===== config.mk =====
export PLATFORM = sky130hd
export DESIGN_NAME = mips_cpu_muldiv_unit_flat
export DESIGN_NICKNAME = d
export VERILOG_FILES = /design/src/rtl/mips_cpu_muldiv_unit_if.sv /design/src/rtl/mips_cpu_muldiv_unit.sv /design/src/flat_wrapper.sv
export SDC_FILE = /design/constraint.sdc
export NUM_CORES = 1
export LEC_CHECK = 0
export CAP_MARGIN = 30
export CELL_PAD_IN_SITES_DETAIL_PLACEMENT = 1
export CELL_PAD_IN_SITES_GLOBAL_PLACEMENT = 2
export CORE_ASPECT_RATIO = 1.2
export CORE_MARGIN = 2
export CORE_UTILIZATION = 35
export CTS_BUF_LIST = sky130_fd_sc_hd__clkbuf_4
export DETAILED_ROUTE_END_ITERATION = 8
export PLACE_DENSITY_LB_ADDON = 0.1
export SYNTH_ARGS = -nofsm -noshare
export SYNTH_HDL_FRONTEND = slang
export SYNTH_SLANG_ARGS = --single-unit

===== constraint.sdc =====
create_clock -name clk -period 4.9 [get_ports clk]
set_clock_uncertainty 0.05 [all_clocks]
set_input_delay 0.49 -clock clk [delete_from_list [all_inputs] [get_ports clk]]
set_output_delay 0.49 -clock clk [all_outputs]
set_load 0.01 [all_outputs]

===== src/rtl/mips_cpu_muldiv_unit_if.sv =====
`default_nettype none
// ============================================================================
// Module      : mips_cpu_muldiv_unit_if
// Description : Request/result bundle between the control path and the
//               multiply/divide unit (start/op/operands in, busy/done/HI/LO out).
// Revision    : 1.0 - initial release
// ============================================================================
interface mips_cpu_muldiv_unit_if #(
    parameter int WIDTH = 32
);
    logic             start;
    logic [2:0]       op;
    logic [WIDTH-1:0] rs_content;
    logic [WIDTH-1:0] rt_content;
    logic             flush;
    logic             busy;
    logic             done;
    logic [WIDTH-1:0] hi;
    logic [WIDTH-1:0] lo;

    // Control path side: issues requests, observes status and HI/LO.
    modport master (
        output start, op, rs_content, rt_content, flush,
        input  busy, done, hi, lo
    );

    // Unit side.
    modport slave (
        input  start, op, rs_content, rt_content, flush,
        output busy, done, hi, lo
    );
endinterface
`default_nettype wire


===== src/rtl/mips_cpu_muldiv_unit.sv =====
`default_nettype none
// ============================================================================
// Module      : mips_cpu_muldiv_unit
// Description : Iterative (1 bit/cycle) MULT/MULTU/DIV/DIVU unit with the
//               architectural HI/LO registers and MTHI/MTLO writes.
//               Multiply is shift-add, divide is restoring; signed ops work on
//               magnitudes and fix the sign in a final cycle.
// Revision    : 1.0 - initial release
// ============================================================================
module mips_cpu_muldiv_unit #(
    parameter int               WIDTH   = 32,
    parameter logic [WIDTH-1:0] DIV0_LO = '1
) (
    input wire                   clk,
    input wire                   reset,
    mips_cpu_muldiv_unit_if.slave bus
);
    localparam int               c_cw       = $clog2(WIDTH);
    localparam logic [c_cw-1:0]  c_cnt_last = c_cw'(WIDTH - 1);

    localparam logic [2:0] c_op_mult  = 3'd0;
    localparam logic [2:0] c_op_multu = 3'd1;
    localparam logic [2:0] c_op_div   = 3'd2;
    localparam logic [2:0] c_op_divu  = 3'd3;
    localparam logic [2:0] c_op_mthi  = 3'd4;
    localparam logic [2:0] c_op_mtlo  = 3'd5;

    typedef enum logic [1:0] {
        S_IDLE = 2'd0,
        S_MUL  = 2'd1,
        S_DIV  = 2'd2,
        S_FIX  = 2'd3
    } state_t;

    state_t           r_state;
    logic [c_cw-1:0]  r_cnt;
    logic [WIDTH-1:0] r_ph;      // product high half / partial remainder
    logic [WIDTH-1:0] r_pl;      // product low half (multiplier) / dividend->quotient
    logic [WIDTH-1:0] r_b;       // multiplicand / divisor magnitude
    logic             r_neg_q;   // negate product or quotient at FIX
    logic             r_neg_r;   // negate remainder at FIX
    logic             r_is_div;
    logic             r_div0;
    logic             r_busy;
    logic             r_done;
    logic [WIDTH-1:0] r_hi;
    logic [WIDTH-1:0] r_lo;

    // Operand magnitudes; op[0]=0 selects the signed variants (MULT, DIV).
    logic             w_signed;
    logic [WIDTH-1:0] w_abs_rs;
    logic [WIDTH-1:0] w_abs_rt;
    assign w_signed = ~bus.op[0];
    assign w_abs_rs = (w_signed && bus.rs_content[WIDTH-1]) ? -bus.rs_content : bus.rs_content;
    assign w_abs_rt = (w_signed && bus.rt_content[WIDTH-1]) ? -bus.rt_content : bus.rt_content;

    // Shift-add step: add multiplicand when the multiplier LSB is set, then
    // shift the {carry, high, low} chain right by one.
    logic [WIDTH:0] w_sum;
    assign w_sum = {1'b0, r_ph} + (r_pl[0] ? {1'b0, r_b} : {(WIDTH+1){1'b0}});

    // Restoring step: bring in the next dividend bit and try to subtract.
    // When the subtract succeeds the true difference fits in WIDTH bits.
    logic [WIDTH:0]   w_rem_sh;
    logic             w_ge;
    logic [WIDTH-1:0] w_sub;
    assign w_rem_sh = {r_ph, r_pl[WIDTH-1]};
    assign w_ge     = (w_rem_sh >= {1'b0, r_b});
    assign w_sub    = w_rem_sh[WIDTH-1:0] - r_b;

    // Sign-corrected results presented at the FIX edge.
    logic [2*WIDTH-1:0] w_prod;
    logic [WIDTH-1:0]   w_quot;
    logic [WIDTH-1:0]   w_rem;
    assign w_prod = r_neg_q ? -{r_ph, r_pl} : {r_ph, r_pl};
    assign w_quot = r_neg_q ? -r_pl : r_pl;
    assign w_rem  = r_neg_r ? -r_ph : r_ph;

    // Control FSM and datapath; reset beats flush, flush beats start.
    always_ff @(posedge clk) begin
        if (!reset) begin
            r_state  <= S_IDLE;
            r_cnt    <= '0;
            r_ph     <= '0;
            r_pl     <= '0;
            r_b      <= '0;
            r_neg_q  <= 1'b0;
            r_neg_r  <= 1'b0;
            r_is_div <= 1'b0;
            r_div0   <= 1'b0;
            r_busy   <= 1'b0;
            r_done   <= 1'b0;
            r_hi     <= '0;
            r_lo     <= '0;
        end else if (bus.flush) begin
            r_state <= S_IDLE;
            r_busy  <= 1'b0;
            r_done  <= 1'b0;
        end else begin
            r_done <= 1'b0;
            case (r_state)
                S_IDLE: begin
                    if (bus.start) begin
                        case (bus.op)
                            c_op_mult, c_op_multu: begin
                                r_state  <= S_MUL;
                                r_busy   <= 1'b1;
                                r_cnt    <= '0;
                                r_ph     <= '0;
                                r_pl     <= w_abs_rt;
                                r_b      <= w_abs_rs;
                                r_neg_q  <= w_signed & (bus.rs_content[WIDTH-1] ^ bus.rt_content[WIDTH-1]);
                                r_neg_r  <= 1'b0;
                                r_is_div <= 1'b0;
                                r_div0   <= 1'b0;
                            end
                            c_op_div, c_op_divu: begin
                                r_state  <= S_DIV;
                                r_busy   <= 1'b1;
                                r_cnt    <= '0;
                                r_ph     <= '0;
                                r_pl     <= w_abs_rs;
                                r_b      <= w_abs_rt;
                                r_neg_q  <= w_signed & (bus.rs_content[WIDTH-1] ^ bus.rt_content[WIDTH-1]);
                                r_neg_r  <= w_signed & bus.rs_content[WIDTH-1];
                                r_is_div <= 1'b1;
                                r_div0   <= (bus.rt_content == '0);
                            end
                            c_op_mthi: begin
                                r_hi   <= bus.rs_content;
                                r_done <= 1'b1;
                            end
                            c_op_mtlo: begin
                                r_lo   <= bus.rs_content;
                                r_done <= 1'b1;
                            end
                            default: ;
                        endcase
                    end
                end
                S_MUL: begin
                    r_ph  <= w_sum[WIDTH:1];
                    r_pl  <= {w_sum[0], r_pl[WIDTH-1:1]};
                    r_cnt <= r_cnt + 1'b1;
                    if (r_cnt == c_cnt_last) r_state <= S_FIX;
                end
                S_DIV: begin
                    r_ph  <= w_ge ? w_sub : w_rem_sh[WIDTH-1:0];
                    r_pl  <= {r_pl[WIDTH-2:0], w_ge};
                    r_cnt <= r_cnt + 1'b1;
                    if (r_cnt == c_cnt_last) r_state <= S_FIX;
                end
                S_FIX: begin
                    if (r_is_div) begin
                        // Divide by zero: remainder magnitude is |rs|, so the
                        // sign fix restores the raw dividend into HI.
                        r_hi <= w_rem;
                        r_lo <= r_div0 ? DIV0_LO : w_quot;
                    end else begin
                        {r_hi, r_lo} <= w_prod;
                    end
                    r_state <= S_IDLE;
                    r_busy  <= 1'b0;
                    r_done  <= 1'b1;
                end
                default: begin
                    r_state <= S_IDLE;
                    r_busy  <= 1'b0;
                end
            endcase
        end
    end

    assign bus.busy = r_busy;
    assign bus.done = r_done;
    assign bus.hi   = r_hi;
    assign bus.lo   = r_lo;
endmodule
`default_nettype wire


===== src/flat_wrapper.sv =====
// flat-port wrapper written by rule: the top's interface ports become plain ports
module mips_cpu_muldiv_unit_flat 
#(
    parameter int               WIDTH   = 32,
    parameter logic [WIDTH-1:0] DIV0_LO = '1
)
  (clk, reset, bus_start, bus_op, bus_rs_content, bus_rt_content, bus_flush, bus_busy, bus_done, bus_hi, bus_lo);
  mips_cpu_muldiv_unit_if #(.WIDTH(WIDTH)) bus_i ();
  input wire clk;
  input wire reset;
  input wire logic [$bits(bus_i.start)-1:0] bus_start;
  input wire logic [$bits(bus_i.op)-1:0] bus_op;
  input wire logic [$bits(bus_i.rs_content)-1:0] bus_rs_content;
  input wire logic [$bits(bus_i.rt_content)-1:0] bus_rt_content;
  input wire logic [$bits(bus_i.flush)-1:0] bus_flush;
  output wire logic [$bits(bus_i.busy)-1:0] bus_busy;
  output wire logic [$bits(bus_i.done)-1:0] bus_done;
  output wire logic [$bits(bus_i.hi)-1:0] bus_hi;
  output wire logic [$bits(bus_i.lo)-1:0] bus_lo;
  assign bus_i.start = bus_start;
  assign bus_i.op = bus_op;
  assign bus_i.rs_content = bus_rs_content;
  assign bus_i.rt_content = bus_rt_content;
  assign bus_i.flush = bus_flush;
  assign bus_busy = bus_i.busy;
  assign bus_done = bus_i.done;
  assign bus_hi = bus_i.hi;
  assign bus_lo = bus_i.lo;
  mips_cpu_muldiv_unit #(.WIDTH(WIDTH), .DIV0_LO(DIV0_LO)) u_core (.clk(clk), .reset(reset), .bus(bus_i));
endmodule

**Yosys cells after proc, flatten, opt, wreduce, memory -nomap -nowiden**

Index checks and enable logic that the tools add are counted.

- Flip-flop bits (word level): 173

- Magnitude comparators: 1
- Add/sub/neg operators: 8
- Equal/unequal tests: 15
- Muxes and demuxes: 39
- Bitwise logic cells: 6
- Reduce and logical (&&, ||, !) cells: 24

Operators with widths:

| cell | count |
|---|---|
| 2-to-1 mux 32 bit | 16 |
| one-hot mux 32 bit (2 select lines) | 4 |
| one-hot mux 32 bit (3 select lines) | 2 |
| negation 32 bit | 4 |
| 2-to-1 mux 64 bit | 1 |
| negation 64 bit | 1 |
| adder 32 x 33 -> 33 bit | 1 |
| greater-or-equal comparator 33 x 32 -> 1 bit | 1 |
| zero test 32 bit | 1 |
| subtractor 32 bit | 1 |
| AND reduction 4 bit | 7 |
| 2-to-1 mux 5 bit | 2 |
| one-hot mux 1 bit (2 select lines) | 5 |
| one-hot mux 5 bit (2 select lines) | 1 |
| OR reduction 2 bit | 5 |
| inequality test 2 bit (second input constant) | 4 |
| equality test 3 x 2 -> 1 bit (second input constant) | 2 |
| equality test 3 bit (second input constant) | 2 |
| one-hot mux 2 bit (3 select lines) | 1 |
| AND reduction 3 bit | 2 |
| nonzero test 2 bit | 3 |
| adder 5 x 1 -> 5 bit (second input constant) | 1 |
| equality test 5 bit (second input constant) | 1 |
| equality test 2 bit (second input constant) | 2 |
| 15 further kinds | 23 |

**Longest topological paths before layout**

Gate-level depths: netlist of run 1.

- Depth in word-level cells: 6
- Depth in mapped cells: 15
- Mapped depth without buffers: 13

**Worst setup path before layout of run 1**

Ideal clock, no wire load.

- Kind: flip-flop to flip-flop
- Start point: reg u_core.r_pl[0]
- End point: reg u_core.r_ph[24]
- Library setup time: 0.115 ns
- Arrival: 3.361 ns
- Required time: 4.735 ns
- Setup slack: 1.373 ns
- Path buffers: 2
- Stages on the path, launching flop included: 15
- Clock period less this slack: 3.527 ns
- Cells stage by stage: dfxtp_1 > clkbuf_1 > inv_1 > clkbuf_1 > nor2_1 > ha_1 > and3_1 > a221o_1 > a21oi_1 > o31ai_1 > a2111oi_0 > o41ai_1 > xor2_1 > a222oi_1 > a21bo_2

- Longest elaborated chain between the ends: 3

RTL lines:

| element | RTL line | source |
|---|---|---|
| from (decl) | mips_cpu_muldiv_unit.sv:38 | `logic [WIDTH-1:0] r_pl;` |
| from (signal assigned) | mips_cpu_muldiv_unit.sv:110 | `r_pl <= w_abs_rt;` |
| from (signal assigned) | mips_cpu_muldiv_unit.sv:122 | `r_pl <= w_abs_rs;` |
| from (signal assigned) | mips_cpu_muldiv_unit.sv:143 | `r_pl <= {w_sum[0], r_pl[WIDTH-1:1]};` |
| 2-to-1 mux 32 bit | mips_cpu_muldiv_unit.sv:60 | `assign w_sum = {1'b0, r_ph} + (r_pl[0] ? {1'b0, r_b} : {(WIDTH+1){1'b0}});` |
| adder 32 x 33 -> 33 bit | mips_cpu_muldiv_unit.sv:60 |  |
| one-hot mux 32 bit (3 select lines) | mips_cpu_muldiv_unit.sv:101 | `case (r_state)` |
| to (signal assigned) | mips_cpu_muldiv_unit.sv:142 | `r_ph <= w_sum[WIDTH:1];` |
| to (signal assigned) | mips_cpu_muldiv_unit.sv:148 | `r_ph <= w_ge ? w_sub : w_rem_sh[WIDTH-1:0];` |
| to (decl) | mips_cpu_muldiv_unit.sv:37 | `logic [WIDTH-1:0] r_ph;` |

No other way between the ends.
A chain may end at the register's enable or synchronous reset.

**Worst setup path in the final report of run 1**

Ends and elaborated chain as after synthesis.

==> reports/metrics.cfg, run 1 <==
[outcome]
status = complete, no violations

[timing]
max-slew-margin-rel_pct = 27.4
min_period_over_period_pct = 87.1
slew_viol_final = 0
final.min_clock_period_ns = 4.27
finalHoldViolations = 0
rsz0062_at_grt = no
setup_viol_count_final = 0
fmax_ghz = 0.234
fin_setup_tns_ns = 0
worstMarginPinSlew_ns = 1.09

[cts]
numCtsBuffers = 17
post_cts_buffers = 0
cts_tree = yes
post_cts_resized = 0
cts_buffer_depth = 2
clk_latency_ns = 0.69
holdBufCountCts = 0
cts_root_buf = clkbuf_4
htree_num_levels = 4
cts_num_sinks = 173
clkSlewWorstSetupHoldPaths_ns = 0.18

[hold_path]
hp-class = input pin to flop
min_path_cells = 4

[power]
vdd_drop_max_mv = 0.163
p_leak_uw = 0.00674
powerDensity_nw_per_um2 = 212

[yosys]
syn-mean-instance-area_um2 = 7.36
yosys.area_share.simple_pct = 20.7
muxShareOfSynthArea_pct = 3.08
synth_compound_gate_area_share_pct = 31.4
synth_xor_xnor_area_share_pct = 9.93
synth_seq_area_share_pct = 23.0
syn_area_um2 = 15100
yosysWarningCount = 0
ys_ff_latch = 173
synth_fp_nets = 2197
ys_types = 80
synth_edf_count = 0
synthArstFlopShare_pct = 0
synth_top_family_by_area = compound AO/OA/AOI/OAI gates
synthAdderAreaFrac_pct = 6.49
yosys_most_used_dff = dfxtp_1
synthCells = 2049

[worst_setup_path]
r2r_slack_ns = 0.63
critPathMaxFanout = 21
start_kind = flop
ff2ff_path_depth = 14
crit_required_ns = 5.47
critPathArrivalTime_ns = 4.83
worst-setup-path-type = flop to flop
cp-end-kind = flop

[grt]
grt_antenna_before_repair = 3
grtUsageTotal_pct = 30.3
grt_max_degree = 66
grtUsageMet2_pct = 52.7
grt_util_met1_pct = 37.5
top_usage_layer = met2
gr-usage-met3_pct = 2.97
grt_pass1_vias = 16000
grt-ovfl-total = 0
grt_pass1_wl_um = 103000

[drt]
dr.pass1.iters = 5
drt_iter0_drc = 845
routed_wl_um = 69200
drc = 0
antenna_left = 0
wl_per_cell_um = 25.9
num_vias = 16000
viasPerCell = 5.98

[die]
num_io_pins = 137
placementRows = 83
core_um2 = 42700
initial_core_util_pct = 35.3
die_y_um = 231
dieArea_um2 = 44800
die_w_um = 193

[layout]
fillers = 5280
area_growth_pct = 14.2
layout-drive-gt1-share_pct = 5.48
final_net_count = 2251
fin_area_um2 = 17200

[placed_design]
placed_area_um2 = 17000
port_buffers = 136
gp_congestion = 0.924
post-dp-hpwl_um = 54500

[run]
max_cap_violations = 0

==> layout by cell type (no fill, tap or decap), types with 51 or more instances in the layout <==
cell type | synthesis | final
o21ai_0 | 144 | 144
xnor2_1 | 102 | 102
clkdlybuf4s50_1 | 0 | 134
nand2_1 | 219 | 219
inv_1 | 62 | 62
dfxtp_1 | 173 | 173
a22oi_1 | 51 | 51
ha_1 | 75 | 73
a21oi_1 | 177 | 177
nor2_1 | 174 | 173
xor2_1 | 69 | 69
==> cells by family after synthesis <==
family                   after synthesis
AO/OA/AOI/OAI                        715
XOR/XNOR                             171
adder cells (fa/ha/maj)               77
buffers and inverters                213
flip-flops                           173
multiplexers                          46
AND/OR/NAND/NOR                      654
==> where the power goes <==
part | total (uW) | switching [uW] | internal, uW
clock network | 892 | 632 | 260
logic | 1220 | 767 | 450
registers | 1530 | 78.2 | 1460
==> critical path, cell delays in order (launching register included) <==
cell       delay [ns]
dfxtp_1          0.34
inv_1            0.63
nor2_1           0.12
ha_1             0.39
o211ai_1         0.13
o211ai_1         0.32
a21oi_1          0.21
o31ai_1          0.47
a2111oi_0        0.20
buf_4            0.17
o41ai_1          0.33
buf_4            0.20
xor2_1           0.06
a222oi_1         0.31
a21bo_2          0.26
==> area by class of cell <==
| cell class | instances | area (um^2) | area share, % |
|---|---|---|---|
| antenna | 2 | 5.00 | 0.0291 |
| multi-input combinational | 1663 | 10800 | 62.8 |
| timing repair buffer | 186 | 1750 | 10.2 |
| clock buffer | 17 | 128 | 0.741 |
| sequential | 173 | 3460 | 20.1 |
| inverter | 62 | 233 | 1.35 |
| tap | 552 | 691 | 4.01 |
| clock inverter | 15 | 138 | 0.799 |
==> per-stage QoR <==
stage / worst slack [ns] / hold slack [ns] / instances / power (uW) / utilization (%)
final: 0.634 / 0.111 / 2670 / 3640 / 40.4
after global routing: 0.386 / 0.0839 / 2670 / 3810 / 40.4
after CTS: 0.646 / 0.0646 / 2668 / 3650 / 40.3
after detailed placement: 0.666 / 0.403 / 2636 / 2760 / 39.7
after global placement: 0.780 / 0.400 / 2634 / 2750 / 39.6
after floorplan: 1.37 / 0.384 / 2049 / 2290 / -
==> flip-flops by register name, indices dropped and copies added (netlist names), 2 cells and up <==
| signal | flops |
|---|---|
| u_core.r_pl | 32 |
| u_core.r_b | 32 |
| u_core.r_ph | 32 |
| u_core.bus.hi | 32 |
| u_core.bus.lo | 32 |
| u_core.r_state | 2 |
| u_core.r_cnt | 5 |
==> worst paths after layout <==
| check | from | to |
|---|---|---|
| hold reg to reg | u_core.r_b[20]$_SDFFE_PN0P_ | u_core.r_b[20]$_SDFFE_PN0P_ |
| setup / recovery | u_core.r_pl[0]$_SDFFE_PN0P_ | u_core.r_ph[24]$_SDFFE_PN0P_ |
| setup reg to reg | u_core.r_pl[0]$_SDFFE_PN0P_ | u_core.r_ph[24]$_SDFFE_PN0P_ |
| hold / removal | bus_op[1] | u_core.bus.done$_SDFF_PP0_ |
==> cell usage after synthesis, types with 40 or more instances <==
master	count	area share [%]
nor2_1	174	4.3
ha_1	75	6.2
xor2_1	69	4.0
inv_1	62	1.5
nor3_1	47	1.6
dfxtp_1	173	23
nand3_1	40	1.3
a211oi_1	44	2.2
mux2i_1	43	2.9
clkbuf_1	134	3.3
xnor2_1	102	5.9
a21o_1	44	2.2
nor2b_1	43	1.8
o21ai_0	144	4.8
a21oi_1	177	5.9
a22oi_1	51	2.5
nand2_1	219	5.5
==> layer usage <==
metal  vias to the layer above  wire [um]
met5                         -         10
met2                       365      33700
met1                      7924      29600
met4                         2       3560
li1                       7569          -
met3                       115       2360
(Power assumes the default switching activity.)
==> run 2: changes to the inputs <==
--- a/config.mk
+++ b/config.mk
@@ -14,6 +14,7 @@
 export CTS_BUF_LIST = sky130_fd_sc_hd__clkbuf_4
 export DETAILED_ROUTE_END_ITERATION = 8
 export PLACE_DENSITY_LB_ADDON = 0.1
+export SLEW_MARGIN = 20
 export SYNTH_ARGS = -nofsm -noshare
 export SYNTH_HDL_FRONTEND = slang
 export SYNTH_SLANG_ARGS = --single-unit
==> reports/metrics.cfg, run 2 (same netlist as run 1, synthesis figures left out) <==
[grt]
grt_antenna_before_repair = 2  ; -1
grt_max_degree = 66  ; unchanged
grt_pass1_wl_um = 103000  ; -0.15%
grt-ovfl-total = 0  ; unchanged
grt_pass1_vias = 16200  ; +1.2%
grtUsageTotal_pct = 30.3  ; -0.037 points

[die]
die_w_um = 193  ; unchanged
dieArea_um2 = 44800  ; unchanged
core_um2 = 42700  ; unchanged
num_io_pins = 137  ; unchanged
initial_core_util_pct = 35.3  ; unchanged
die_y_um = 231  ; unchanged
placementRows = 83  ; unchanged

[power]
p_leak_uw = 0.00674  ; about the same
clkPwrFrac_pct = 23.9  ; -0.6 points
intPower_uw = 2120  ; -1.9%
vdd_drop_max_mv = 0.214  ; +31%
pwr-share-comb_pct = 33.7  ; +0.3 points
seq_power_share_pct = 42.4  ; +0.3 points
switching_share_pct = 41.3  ; +0.76 points
powerDensity_nw_per_um2 = 210  ; -0.61%
switching_power_uw = 1500  ; +1.2%

[cts]
post_cts_buffers = 0  ; unchanged
holdBufCountCts = 0  ; unchanged
cts_root_buf = clkbuf_4
cts_num_sinks = 173  ; unchanged
htree_num_levels = 4  ; unchanged
clk_latency_ns = 0.71  ; +0.02 ns
clkSlewWorstSetupHoldPaths_ns = 0.18  ; about the same
cts_tree = yes
post_cts_resized = 0  ; unchanged
cts_buffer_depth = 2  ; unchanged
numCtsBuffers = 17  ; unchanged

[layout]
fin_util_pct = 40.3  ; about the same
multi_input_area_um2 = 10800  ; unchanged
fillers = 5311  ; +0.59%
regArea_um2 = 3460  ; unchanged
layout_common_cells = 219 x nand2_1, 177 x a21oi_1, 173 x nor2_1, 173 x dfxtp_1, 144 x o21ai_0
layout-drive-gt1-share_pct = 5.57  ; +0.092 points
area_growth_pct = 14.2  ; about the same
layout_commonest_cell = nand2_1
final_net_count = 2252  ; +0.044%

[worst_setup_path]
slowest_delay_ns = 0.64  ; about the same
crit_required_ns = 5.47  ; about the same
slowest_stage = inv_1
critPathMaxFanout = 21  ; unchanged
r2r_slack_ns = 0.63  ; about the same
crit_path_cell_trace = inv_1, nor2_1, ha_1, o211ai_1, o211ai_1, a21oi_1, o31ai_1, a2111oi_0, buf_4, o41ai_1, buf_4, xor2_1, a222oi_1, a21bo_2
worst-setup-path-type = flop to flop
crit_family = compound AO/OA/AOI/OAI gates
start_kind = flop
critPathArrivalTime_ns = 4.84  ; about the same
path_buf_inv = 3  ; unchanged
cp-end-kind = flop

[timing]
final.min_clock_period_ns = 4.27  ; +0.00422 ns
min_period_over_period_pct = 87.1  ; about the same
slew_viol_final = 0  ; unchanged
fin_hold_ws_ns = 0.0955  ; -0.0158 ns
fin_setup_tns_ns = 0  ; unchanged
rsz0062_at_grt = no
max-slew-margin-rel_pct = 33.7  ; +6.2 points
setup_viol_count_final = 0  ; unchanged
finalHoldViolations = 0  ; unchanged
worstMarginPinSlew_ns = 0.987  ; -0.0990 ns
fmax_ghz = 0.234  ; about the same

[drt]
num_vias = 16100  ; +0.54%
routed_wl_um = 69100  ; -0.20%
drc = 0  ; unchanged
drt_iter0_drc = 821  ; -2.8%
dr.pass1.iters = 5  ; unchanged
wl_per_cell_um = 25.9  ; -0.28%
viasPerCell = 6.01  ; +0.46%
antenna_left = 0  ; unchanged

[outcome]
status = complete, no violations

[hold_path]
hp-class = input pin to flop

[placed_design]
gp_congestion = 0.924  ; unchanged
post-dp-hpwl_um = 54600  ; +0.11%
port_buffers = 136  ; unchanged

[run]
max_cap_violations = 0  ; unchanged

==> run 2: changes by cell type in the layout (fill, tap and decap cells not counted) <==
cell and delta:
buf_16 -1, buf_8 +2, bufinv_16 -1, clkinv_1 -1, clkinv_2 -1, clkinv_4 +1, diode_2 +1, inv_6 +1
inv_8 +1
==> run 2: worst paths after layout <==
kind                                    start                           end  depth (start not counted)
setup / recovery  u_core.r_pl[0]$_SDFFE_PN0P_  u_core.r_ph[24]$_SDFFE_PN0P_                         14
hold / removal                      bus_op[1]    u_core.bus.done$_SDFF_PP0_                          4
setup reg to reg  u_core.r_pl[0]$_SDFFE_PN0P_  u_core.r_ph[24]$_SDFFE_PN0P_                         14
hold reg to reg    u_core.r_b[4]$_SDFFE_PN0P_    u_core.r_b[4]$_SDFFE_PN0P_                          2
==> run 2: stage by stage <==
step	total power [uW]	cell area (um^2)	std cells	setup WS, ns
finish	3620	17200	2672	0.630
global route	3790	17200	2670	0.385
CTS	3650	17200	2668	0.639
detailed placement	2760	16900	2636	0.645
global placement	2750	16900	2634	0.780
floorplan	2290	15100	2049	1.37
==> run 2: routing by layer <==
metal	vias to the layer above	GRT usage [%]	share of wire [%]
li1	7552	-	-
met5	-	0	0
met3	119	3.10	4.2
met1	7974	37.2	42
met2	416	52.6	49
met4	0	15.2	5.2
==> run 2: power groups by stage <==
| stage | clock [uW] | combinational (uW) | sequential (uW) |
|---|---|---|---|
| after floorplan | 0 | 770 | 1520 |
| after global placement | 0 | 1190 | 1560 |
| after detailed placement | 0 | 1200 | 1560 |
| after CTS | 906 | 1210 | 1530 |
| after global routing | 943 | 1310 | 1540 |
| final | 866 | 1220 | 1530 |
==> run 2: tightest hold or removal path, cell delays in order <==
cell and delay (ns):
buf_2 0.09, nor3_1 0.08, inv_1 0.08, a211oi_1 0.07
==> run 2: cell type report <==
cell class                 count  area share (%)
clock buffer                  17           0.741
clock inverter                15           0.741
inverter                      62            1.35
timing repair buffer         187            10.2
tap                          552            4.01
sequential                   173            20.1
antenna                        3          0.0436
multi-input combinational   1663            62.8
